File: src/rtl/microtile_pwm_bank.sv
// Multi-channel PWM bank sharing one period counter. Duty changes are shadowed
// and commit at period wrap. Config arrives as strobed writes on a 2-flop synced bus.
module microtile_pwm_bank #(
    parameter int CHANNELS = 8,
    parameter int WIDTH    = 4,
    parameter int PRESCALE = 1
) (
    input  logic       clk,
    input  logic       rst_n,
    input  logic       ena,
    input  logic [7:0] ui_in,
    output logic [7:0] uo_out
);

    localparam int              PW   = (PRESCALE > 1) ? $clog2(PRESCALE) : 1;
    localparam logic [PW-1:0]   PMAX = PW'(PRESCALE - 1);
    localparam logic [WIDTH-1:0] CMAX = '1;

    logic [7:0]          s1;
    logic [7:0]          s2;
    logic                strobe_q;
    logic [2:0]          addr;
    logic [WIDTH-1:0]    shadow_duty [CHANNELS];
    logic [WIDTH-1:0]    active_duty [CHANNELS];
    logic [CHANNELS-1:0] inv;
    logic [PW-1:0]       pcnt;
    logic [WIDTH-1:0]    cnt;
    logic [7:0]          pwm_next;

    logic fire;
    logic wr_addr;
    logic wr_data;
    logic tick;
    logic wrap;
    logic unused_bits;

    assign fire    = s2[7] & ~strobe_q;
    assign wr_addr = fire & ~s2[6];
    assign wr_data = fire & s2[6];
    assign tick    = ena && (pcnt == PMAX);
    assign wrap    = tick && (cnt == CMAX);

    // Payload bits above WIDTH-1 are deliberately dropped.
    assign unused_bits = &{1'b0, s2[4:0]};

    // NOTE: state registers use non-blocking assignments so every flop samples pre-edge values.
    always_ff @(posedge clk) begin
        if (!rst_n) begin
            s1       <= '0;
            s2       <= '0;
            strobe_q <= 1'b0;
            addr     <= '0;
        end else begin
            s1       <= ui_in;
            s2       <= s1;
            strobe_q <= s2[7];
            if (wr_addr) begin
                addr <= s2[2:0];
            end
        end
    end

    always_ff @(posedge clk) begin
        if (!rst_n) begin
            pcnt <= '0;
            cnt  <= '0;
        end else if (ena) begin
            pcnt <= (pcnt == PMAX) ? '0 : pcnt + 1'b1;
            if (tick) begin
                cnt <= cnt + 1'b1;
            end
        end
    end

    // NOTE: the duty arrays are reset explicitly so every channel starts at duty 0, not X.
    always_ff @(posedge clk) begin
        if (!rst_n) begin
            for (int i = 0; i < CHANNELS; i++) begin
                shadow_duty[i] <= '0;
                active_duty[i] <= '0;
            end
            inv <= '0;
        end else begin
            for (int i = 0; i < CHANNELS; i++) begin
                // A write on the wrap edge lands in shadow only; active takes the old shadow.
                if (wrap) begin
                    active_duty[i] <= shadow_duty[i];
                end
                if (wr_data && (addr == 3'(i))) begin
                    shadow_duty[i] <= s2[WIDTH-1:0];
                    inv[i]         <= s2[5];
                end
            end
        end
    end

    // NOTE: pwm_next gets a default before the loop so no latch is inferred for unused bits.
    always_comb begin
        pwm_next = '0;
        for (int i = 0; i < CHANNELS; i++) begin
            pwm_next[i] = (cnt < active_duty[i]) ^ inv[i];
        end
    end

    always_ff @(posedge clk) begin
        if (!rst_n) begin
            uo_out <= '0;
        end else begin
            uo_out <= pwm_next;
        end
    end

endmodule
File: config.mk
export PLATFORM = sky130hd
export DESIGN_NAME = microtile_pwm_bank
export DESIGN_NICKNAME = d
export VERILOG_FILES = /design/src/rtl/microtile_pwm_bank.sv
export SDC_FILE = /design/constraint.sdc
export NUM_CORES = 1
export LEC_CHECK = 0
export CORE_MARGIN = 2
export CORE_UTILIZATION = 58
export CTS_CLUSTER_DIAMETER = 120
export DETAILED_ROUTE_END_ITERATION = 7
export DONT_BUFFER_PORTS = 1
export MAX_ROUTING_LAYER = met4
export PLACE_DENSITY = 0.72
export SYNTH_ARGS = -nofsm -noshare
export SYNTH_HDL_FRONTEND = slang
export SYNTH_SLANG_ARGS = --single-unit
File: constraint.sdc
create_clock -name clk -period 2.4 [get_ports clk]
set_input_delay 0.48 -clock clk [delete_from_list [all_inputs] [get_ports clk]]
set_output_delay 0.48 -clock clk [all_outputs]
set_load 0.01 [all_outputs]
* Word level (Yosys, flattened, before mapping)
Memory sizes are Yosys's and may differ from the RTL's.
Index checks and enable logic that the tools add are counted.
** Storage, ports and cells
- Word-level logic and storage cells :: 122
- RAM bits :: 64
- Memories :: 2
- Register bits after elaboration :: 41
** Memory list
- active_duty :: words 8, bits a word 4, read ports 8, clocked after Yosys merged registers in 0, wr ports 8, line 24 : logic [WIDTH-1:0] active_duty [CHANNELS];
- shadow_duty :: words 8, bits a word 4, read ports 8, clocked after Yosys merged registers in 0, wr ports 8, line 23 : logic [WIDTH-1:0] shadow_duty [CHANNELS];
** Cells by class
- Reduce and logical (&&, ||, !) cells :: 12
- Eq/ne operators :: 8
- Magnitude comparators :: 8
- Add/subtract/negate cells :: 2
- Bitwise operators :: 30
- Multiplexer cells :: 45
** Operator list (count)
- $mux 4 :: 16
- $lt 4x4->1 :: 8
- $mux 1 :: 29
- $or 1x1->1 :: 16
- $eq 3x3->1 const B :: 4
- $logic_and 1x1->1 :: 10
- $xor 1x1->1 :: 8
- $eq 3x2->1 const B :: 2
- $add 4x1->4 const B :: 1
- $eq 4x4->1 const B :: 1
- $and 1x1->1 :: 3
- $eq 3x1->1 const B :: 1
- $logic_not 3->1 :: 1
- $not 1->1 :: 3
- $reduce_and 2->1 :: 1
- $add 1x1->1 const B :: 1

* Logic depth before layout (Yosys ltp)
Gate-level depths: netlist of run 1.
- Word-level depth :: 8
- Depth in mapped cells :: 6
- Mapped depth without buffers :: 6

* Worst setup path after synthesis of run 1
No wires, ideal clock.
- Kind :: in2reg
- Start point :: in rst_n
- End point :: mem active_duty[0][0], enable pin
- Path buffers :: 2
- Cell stages on the path :: 3
- Setup time :: 0.478 ns
- Arrival time :: 1.521 ns
- Setup slack :: 0.401 ns
- Cells stage by stage :: buf_2 -> clkbuf_1 -> nand2_1
** RTL lines
- from (decl) :: line 9 : input logic rst_n,
- to (decl) :: line 24

==> metrics, run 1 <==
outcome=finished, final reports clean; # hold bufs at CTS=0; worst r2r dst=active_duty[0][4]; post-synthesis compound-gate area fraction=8.72%; Worst Setup SP=cnt[0]; Synth Net Count=390; Hold Path Class=in -> reg; # H-tree levels=3; Most used DFF post-synth=edfxtp_1; CP Capture Type=register; post-synthesis adder-cell area fraction=6.99%; main area contributors after synthesis=edfxtp_1 (43%), dfxtp_1 (17%), ha_1 (7.0%), and2_1 (6.6%), a2111oi_4 (4.9%); I/O pin count=19; Layout area overhead=6.38%; # DRC=0; ratio of cells with drive above 1 in the final layout=15.0%; number of CTS-inserted buffers=9; synthesized flop and latch total=102; clk sinks=102; CP max stage delay=710 ps; largest net degree at the start of global routing=47; register area share after synthesis=60.0%; Clock Pin Slew Worst Setup and Hold Paths=100 ps; R2R Setup Slk=570 ps; Core ar.=7610 sq um; Worst Path Arrival=1870 ps; Die Area=8430 sq um; Final Hold Viols=0; Reg2Reg Launch Point=cnt[0]; clock buffer depth=2; Tot Pwr=3.14 mW; mux contribution to synthesized area=0.895%; # nets final=397; Ant. Diodes=0; Tmin final=1830 ps; Worst-Skew Late Latency=350 ps; antenna violations before repair=0; GRT Total Usage=18.3%; Die W=91.8 um; Max VDD drop=0.000516 V; max-cap viol count=0; Power Dens Cells=660 nW/um^2; row cnt=32; initial cell density of the core=58.8%; Final Max Slew Viols=0; DIE HEIGHT=91.8 um; Setup crit end=active_duty[0][4]; input/output buffers=0; type of origin of the critical path=register; drt first pass iters=4; Internal=2.42 mW; Worst-Margin Slew=638 ps; vias in the first global route=2299; post-synthesis cell count=354; Routed Antenna Nets=0; number of flops mapped to enable cells by yosys=64; Synth Area per Inst=12.6 sq um; Post-synth ARST share=0%; Cell Chain, Critical Path=ha_1 > nand4_1 > nand2_1 > buf_4; CTS tree=built; Sw Pwr=0.717 mW; DR vias/cell=5.19; clock root buffer=clkbuf_8; mapped cell area=4470 sq um; grt ovf=0; post-synth top area share=43.0%; first-pass GRT wire length=11400 um; Met2 Wirelength=3430 um; R2R depth=4; part of the power in combinational logic=7.4%; Switching Share=22.8%; synth unique cells=29; TNS Setup=0 ps; cell taking the most area after synthesis=edfxtp_1; Slew headroom=57.4%; Met3 Wirelength=194 um; uppermost layer routed=met4; XOR/XNOR Fraction of Synth Area=0.587%; Crit Path Max Fanout=20; global placer's final weighted congestion=0.750; post-CTS sizing=0; largest family of logic cells by synthesized area=simple AND/OR/NAND/NOR gates; DP HPWL=4690 um; fmax=546 MHz; Final Cycle Share=76.4%; routed length per instance=14.7 um; worst setup path class=reg -> reg; WL final=6900 um; CP max-delay cell=dfxtp_1; # fillers=616; register share of total power=62.6%; final core occ=62.6%; P_leak=1.87 nW; initial DRC count=185; via count=2430; clock group share of total power=30.0%; Worst EP required=2440 ps; simple-gate portion of the synthesized area=19.4%; Ys Warns=0; Post CTS Setup Buffer Count=0; Met1 Routed Length=3220 um; final setup vio count=0; RSZ-0062 raised after global routing=no; Layout Skew=12.4 ps
-- routing by layer --
metal,track usage [%],vias up
li1,-,1221
met1,24.0,1170
met2,29.1,33
met3,3.37,6
met4,6.22,0
met5,-,-
-- flip-flops by register name, summed over array words and instances (netlist names) --
name and count:
s2 7, shadow_duty 32, strobe_q 1, addr 3
s1 7, inv 8, cnt 4, active_duty 32
uo_out 8
-- worst min path at each step --
stage	slack, ps	cells past startpoint	from	to
2_1_floorplan	410	1	s1[0]	s2[0]
3_3_place_gp	420	1	s1[2]	s2[2]
3_5_place_dp	420	1	s1[6]	s2[6]
4_1_cts	240	1	rst_n	strobe_q
5_1_grt	230	1	rst_n	strobe_q
6_report	250	1	rst_n	s1[0]
-- worst max-delay path, delay by kind of cell (launching register included) --
| family | cells | cell delay (ps) |
|---|---|---|
| DFF | 1 | 710 |
| buffers and inverters | 1 | 280 |
| adders and majority gates | 1 | 260 |
| and+or+nand+nor | 2 | 260 |
-- area by class of cell --
| cell class | count | area, sq um | area share [%] |
|---|---|---|---|
| tap | 102 | 128 | 2.68 |
| timing repair buffer | 5 | 37.5 | 0.789 |
| sequential | 102 | 2680 | 56.4 |
| clock inverter | 6 | 38.8 | 0.815 |
| inverter | 29 | 109 | 2.29 |
| clock buffer | 10 | 128 | 2.68 |
| multi-input combinational | 214 | 1640 | 34.4 |
-- per-stage QoR --
stage               instances  worst slack [ps]  cell area, sq um  hold slack (ps)
floorplan                 354               401              4470              412
global placement          452               624              4590              418
detailed placement        452               580              4590              418
CTS                       468               560              4760              238
global route              468               438              4760              231
finish                    468               567              4760              250
-- synthesized netlist by cell type, types with 3 or more instances --
library cell and count:
edfxtp_1 64, o21ai_0 8, nor2_1 41, nand2b_4 8, inv_1 28, nor3_1 8, dfxtp_1 38, o21a_2 8
nand2_1 21, o21a_1 8, a2111oi_4 8, mux2i_1 4, and2_1 47, ha_1 25, clkbuf_1 3, nor3_2 8
nand3_1 10
-- power by group through the flow --
stage,clock network [mW],registers [mW],logic (mW)
floorplan,0,1.99,0.211
global placement,0,2.00,0.227
detailed placement,0,2.01,0.235
CTS,0.963,1.97,0.236
global route,1.03,1.97,0.256
finish,0.942,1.96,0.233
-- placed cells by master (no fill, tap or decap), types with 2 or more instances in the layout --
cell type and n:
a2111oi_4 8, and2_1 47, buf_4 5, clkbuf_8 9
clkinv_2 3, clkinvlp_4 2, dfxtp_1 38, edfxtp_1 64
ha_1 25, inv_1 28, mux2i_1 4, nand2_1 21
nand2b_4 8, nand3_1 10, nand4_1 2, nor2_1 41
nor2b_1 2, nor3_1 8, nor3_2 8, o21a_1 8
o21a_2 8, o21ai_0 8, xor2_1 2
-- logic make-up (layout without fill, tap and decap cells) --
group / count (synthesis) / count (layout)
fa+ha+maj: 25 / 25
simple gates: 150 / 150
buf+inv: 38 / 50
mux: 4 / 4
compound gates: 32 / 32
flops: 102 / 102
xor+xnor: 3 / 3
(Power assumes the default switching activity.)
==> run 2: changes to the inputs <==
--- a/config.mk
+++ b/config.mk
@@ -5,13 +5,14 @@
 export SDC_FILE = /design/constraint.sdc
 export NUM_CORES = 1
 export LEC_CHECK = 0
+export ABC_AREA = 1
 export CORE_MARGIN = 2
-export CORE_UTILIZATION = 58
+export CORE_UTILIZATION = 57
 export CTS_CLUSTER_DIAMETER = 120
 export DETAILED_ROUTE_END_ITERATION = 7
 export DONT_BUFFER_PORTS = 1
 export MAX_ROUTING_LAYER = met4
-export PLACE_DENSITY = 0.72
+export PLACE_DENSITY = 0.73
 export SYNTH_ARGS = -nofsm -noshare
 export SYNTH_HDL_FRONTEND = slang
 export SYNTH_SLANG_ARGS = --single-unit
==> constraint.sdc (replaced) <==
create_clock -name clk -period 1.6 [get_ports clk]
set_input_delay 0.32 -clock clk [delete_from_list [all_inputs] [get_ports clk]]
set_output_delay 0.32 -clock clk [all_outputs]
set_load 0.01 [all_outputs]
==> run 2 against run 1 <==
Effect of this change: first-iteration DRC count up 2.7%; total power up 50%; fmax up 24%; global-route usage up 0.90 points; register-to-register slack worse by 450 ps; sequential power up 49%; clock power up 60%; clock skew down 6.6 ps; core utilization up 0.41 points; non-clock buffer count up 5; critical path depth up 2; sequential share of layout area down 0.37 points; largest cell class unchanged; highest routed layer unchanged.
==> metrics, run 2 <==
outcome=finished, final reports clean; cell taking the most area after synthesis=edfxtp_1; DIE HEIGHT=91.9 um (about the same); synthesized flop and latch total=102 (unchanged); most frequent cells in the layout=inv_1 (100), nand2_1 (96), edfxtp_1 (64); P_leak=2.22 nW (+19%); Tmin final=1480 ps (-354 ps); post-CTS sizing=0 (unchanged); mapped cell area=4400 sq um (-1.6%); CP delay by family, top=simple AND/OR/NAND/NOR gates; Layout Skew=5.73 ps (-6.63 ps); input/output buffers=0 (unchanged); # nets final=504 (+27%); TNS Setup=0 ps (unchanged); Routed Antenna Nets=0 (unchanged); number of CTS-inserted buffers=9 (unchanged); number of flops mapped to enable cells by yosys=64 (unchanged); type of origin of the critical path=register; I/O pin count=19 (unchanged); most numerous cell in the Yosys netlist=inv_1; final core occ=63.0% (+0.41 points); WL final=7220 um (+4.7%); Max VDD drop=0.000520 V (+0.70%); row cnt=32 (unchanged); drt first pass iters=4 (unchanged); clock buffer depth=2 (unchanged); Synth Net Count=490 (+26%); synth unique cells=19 (-34%); GRT Total Usage=19.2% (+0.90 points); grt ovf=0 (unchanged); fmax=676 MHz (+24%); largest registers=active_duty (32), shadow_duty (32); clk sinks=102 (unchanged); Layout area overhead=8.81%; Core ar.=7610 sq um (unchanged); via count=2769 (+14%); Power Dens Cells=980 nW/um^2 (+49%); final setup vio count=0 (unchanged); first-pass GRT wire length=12000 um (+5.0%); Slew headroom=74.5% (+17 points); Worst EP required=1670 ps (-770 ps); max-cap viol count=0 (unchanged); CP max-delay cell=dfxtp_1; Post CTS Setup Buffer Count=0 (unchanged); Final Hold Viols=0 (unchanged); Crit Path Max Fanout=16 (-20%); CTS tree=built; worst setup path class=reg -> reg; Cell Chain, Critical Path=ha_1 > nand2_2 > nor2_4 > nand2_1 > nand2_4 > buf_12; register area share after synthesis=60.9% (+0.97 points); # DRC=0 (unchanged); DR vias/cell=4.82 (-7.3%); global placer's final weighted congestion=0.752 (+0.20%); Final Cycle Share=92.4% (+16 points); ratio of cells with drive above 1 in the final layout=11.0% (-4.0 points); largest net degree at the start of global routing=59 (+26%); Hold Path Class=in -> reg; clock root buffer=clkbuf_8; CP Capture Type=register; Clock Pin Slew Worst Setup and Hold Paths=90 ps (about the same); Worst-Margin Slew=382 ps (-257 ps); Post-synth ARST share=0% (unchanged); CP max stage delay=390 ps (-320 ps); post-synthesis cell count=454 (+28%); Most used DFF post-synth=edfxtp_1; CP bufs+invs=1 (unchanged); Final Max Slew Viols=0 (unchanged); Ys Warns=0 (unchanged); DP HPWL=4920 um (+5.0%); routed length per instance=12.6 um (-15%); initial cell density of the core=57.9% (-0.94 points); Die W=91.9 um (about the same); Worst-Skew Late Latency=350 ps (about the same); initial DRC count=190 (+2.7%); Synth Area per Inst=9.70 sq um (-23%); # H-tree levels=3 (unchanged); # hold bufs at CTS=0 (unchanged); Die Area=8440 sq um (+0.13%); antenna violations before repair=0 (unchanged); vias in the first global route=2721 (+18%); post-synth top area share=43.6% (+0.70 points); main area contributors after synthesis=edfxtp_1 (44%), dfxtp_1 (17%), inv_1 (8.5%), nand2_1 (8.3%), ha_1 (7.1%); Ant. Diodes=0 (unchanged); Worst Path Arrival=1550 ps (-320 ps); most frequent cells after synthesis=inv_1 (100), nand2_1 (97), edfxtp_1 (64), nor2_1 (43), dfxtp_1 (38); RSZ-0062 raised after global routing=no; most common cell after layout, fill and taps aside=inv_1
-- run 2: cell count changes in the layout (fill, tap and decap cells not counted), sizes merged, moves of 8 or more --
cell	change
a21oi	+26
nor2	+25
nand2b	-8
nand2	+77
a2111oi	-8
nor3	-14
o21a	-16
and2	-47
inv	+72
-- run 2: routing by layer --
layer | track usage, % | up-vias | part of all wire [%]
li1 | - | 1445 | -
met1 | 20.6 | 1273 | 40
met2 | 34.9 | 46 | 56
met3 | 4.68 | 5 | 3.5
met4 | 6.47 | 0 | 0.73
met5 | - | - | 0
-- run 2: cell families after synthesis --
logic type | Yosys count | share of synthesized area [%]
buffers and inverters | 108 | 9.69
AND/OR/NAND/NOR | 183 | 18.2
adder cells (fa/ha/maj) | 25 | 7.10
flip-flops | 102 | 60.9
AO/OA/AOI/OAI | 36 | 4.09
-- run 2: area by class of cell --
type / count / area [sq um]
Tap cell: 102 / 128
Clock buffer: 13 / 170
Multi-Input combinational cell: 245 / 1320
Clock inverter: 3 / 16.3
Timing Repair Buffer: 10 / 100
Sequential cell: 102 / 2680
Fill cell: 597 / 2820
Inverter: 100 / 375
-- run 2: worst paths after layout --
check	startpoint	end	slack [ps]	cells after the start
worst max-delay path	cnt[0]	active_duty[1][2]	120	6
worst min-delay path	ui_in[1]	s1[1]	60	2
worst max register to register	cnt[0]	active_duty[1][2]	120	6
worst min register to register	s1[2]	s2[2]	420	2
-- run 2: worst register-to-register path: cells and delay by family, from the launching register on --
family | cells | cell delay [ps]
flops | 1 | 390
buf+inv | 1 | 180
simple gates | 4 | 430
fa+ha+maj | 1 | 210
-- run 2: power breakdown --
group	internal, mW	total, mW	switching [mW]	leakage (nW)
sequential	2.89	2.93	0.0424	0.975
clock	0.701	1.51	0.811	0.0989
combinational	0.0902	0.252	0.162	1.14
total	3.68	4.69	1.01	2.22
-- run 2: through the flow --
stage | total power, mW | std cells | hold slack [ps] | setup WS, ps | cell area, sq um
after floorplan | 3.19 | 454 | 390 | 3.95 | 4410
after global placement | 3.23 | 558 | 394 | 152 | 4590
after detailed placement | 3.25 | 558 | 402 | 76.0 | 4590
after CTS | 4.73 | 574 | 46.1 | 52.3 | 4770
after global routing | 4.90 | 575 | 41.6 | 44.7 | 4790
final | 4.69 | 575 | 57.0 | 121 | 4790
==> run 3: changes to the inputs <==
--- a/config.mk
+++ b/config.mk
@@ -11,6 +11,7 @@
 export CTS_CLUSTER_DIAMETER = 120
 export DETAILED_ROUTE_END_ITERATION = 7
 export DONT_BUFFER_PORTS = 1
+export GPL_TIMING_DRIVEN = 0
 export MAX_ROUTING_LAYER = met4
 export PLACE_DENSITY = 0.73
 export SYNTH_ARGS = -nofsm -noshare
==> run 3 against run 2 <==
Effect of this change: via count is 0.33% higher; die area stayed put; non-clock buffer count is 2 lower; count of clock-buffer cells in the layout stayed put; clock skew is 4.7 ps higher; sequential cell count stayed put; routed wire length is 7.2% higher; core utilization is 0.099 points higher; sequential power hardly changed; highest routed layer unchanged.
==> metrics, run 3 (synthesis gave the netlist of run 2 again) <==
outcome=finished, final reports clean; Min Hold Slack=56.2 ps (-0.847 ps); routed length per instance=13.5 um (+7.2%); WL final=7740 um (+7.2%); largest net degree at the start of global routing=17 (-71%); Slew headroom=57.3% (-17 points); max-cap viol count=0 (unchanged); Layout Skew=10.4 ps (+4.66 ps); CTS tree=built; most common cell after layout, fill and taps aside=inv_1; Die Area=8440 sq um (unchanged); via count=2778 (+0.33%); I/O pin count=19 (unchanged); Final Cycle Share=94.9% (+2.5 points); Core ar.=7610 sq um (unchanged); Place WS=-427 ps (-503 ps); most frequent cells in the layout=inv_1 (100), nand2_1 (95), edfxtp_1 (64); DR vias/cell=4.83 (+0.33%); # H-tree levels=3 (unchanged); input/output buffers=0 (unchanged); clock buffer depth=2 (unchanged); GRT Total Usage=20.6% (+1.4 points); Tmin final=1520 ps (+40.2 ps); first-pass GRT wire length=12600 um (+5.3%); Clock Pin Slew Worst Setup and Hold Paths=90 ps (about the same); largest registers=active_duty (32), shadow_duty (32); Hold Path Class=in -> reg; Final WS setup=81.1 ps (-40.2 ps); TNS Setup=0 ps (unchanged); Tot Pwr=4.82 mW (+2.7%); vias in the first global route=2671 (-1.8%); Worst Path Arrival=1580 ps (+30 ps); P_leak=2.23 nW (+0.70%); # hold bufs at CTS=0 (unchanged); number of CTS-inserted buffers=9 (unchanged); type of origin of the critical path=register; Final Max Slew Viols=0 (unchanged); clock root buffer=clkbuf_8; Worst-Margin Slew=640 ps (+258 ps); Power Dens Cells=1010 nW/um^2 (+2.6%); Die W=91.9 um (unchanged); worst setup path class=reg -> reg; Crit Path Max Fanout=10 (-6); drt first pass iters=4 (unchanged); initial cell density of the core=57.9% (unchanged); Final Hold Viols=0 (unchanged); # nets final=504 (unchanged); row cnt=32 (unchanged); fmax=658 MHz (-2.6%); Ant. Diodes=0 (unchanged); global placer's final weighted congestion=0.732 (-2.6%); Worst-Skew Late Latency=360 ps (about the same); Max VDD drop=0.000755 V (+45%); Worst EP required=1660 ps (about the same); RSZ-0062 raised after global routing=no; Layout area overhead=8.98%; initial DRC count=144 (-24%); Routed Antenna Nets=0 (unchanged); final setup vio count=0 (unchanged); flip-flop and latch area=2690 sq um (+0.23%); area occupied by multi-input gates=1350 sq um (+2.5%); DIE HEIGHT=91.9 um (unchanged); antenna violations before repair=0 (unchanged); DP HPWL=5280 um (+7.2%); CP Capture Type=register; grt ovf=0 (unchanged); # fillers=616 (+3.2%); # DRC=0 (unchanged); ratio of cells with drive above 1 in the final layout=11.6% (+0.63 points); clk sinks=102 (unchanged)
run 3: cell count changes in the layout (fill, tap and decap cells not counted), sizes merged:
cell / before / now
nand3: 17 / 16
clkbuf: 13 / 14
buf: 10 / 7
nand2: 98 / 101
run 3: worst paths after layout:
kind | from | to | slack [ps] | cells past startpoint
worst max-delay path | cnt[1] | active_duty[0][8] | 80 | 5
worst min-delay path | ui_in[6] | s1[6] | 60 | 2
worst max register to register | cnt[1] | active_duty[0][8] | 80 | 5
worst min register to register | s1[1] | s2[1] | 420 | 2
run 3: metrics by stage:
step / utilization [%] / cells / area [sq um]
2_1_floorplan: - / 454 / 4410
3_3_place_gp: 59.7 / 556 / 4540
3_5_place_dp: 59.7 / 556 / 4540
4_1_cts: 62.9 / 574 / 4780
5_1_grt: 63.1 / 575 / 4800
6_report: 63.1 / 575 / 4800
run 3: where the power goes:
group / switching (mW) / total [mW] / internal (mW)
registers: 0.0510 / 2.94 / 2.89
logic: 0.186 / 0.271 / 0.0848
clock network: 0.849 / 1.61 / 0.764
total: 1.09 / 4.82 / 3.74
run 3: cell type report:
type / instances / share of cell area, %
Inverter: 100 / 7.82
Buffer: 8 / 1.07
Multi-Input combinational cell: 247 / 28.2
Tap cell: 102 / 2.66
Clock inverter: 3 / 0.469
Clock buffer: 13 / 3.78
Sequential cell: 102 / 56.0
run 3: what timing repair did:
item	4_1_cts	5_1_grt
setup endpoints to repair	64	32
gates resized for setup	7	1
cloned	2	1
pin swaps	1	2
buffers inserted	0	0
run 3: layer usage:
metal | global-route usage [%] | vias up | part of all wire [%]
li1 | - | 1445 | -
met1 | 24.0 | 1285 | 43
met2 | 36.0 | 34 | 51
met3 | 3.70 | 14 | 3.0
met4 | 7.46 | 0 | 2.2
met5 | - | - | 0
run 3: critical path, cell delays in order (launching register included):
cell	delay [ps]
dfxtp_4	460
ha_1	210
nand2_2	70
nor2_4	150
nand2_4	150
nand2_4	180
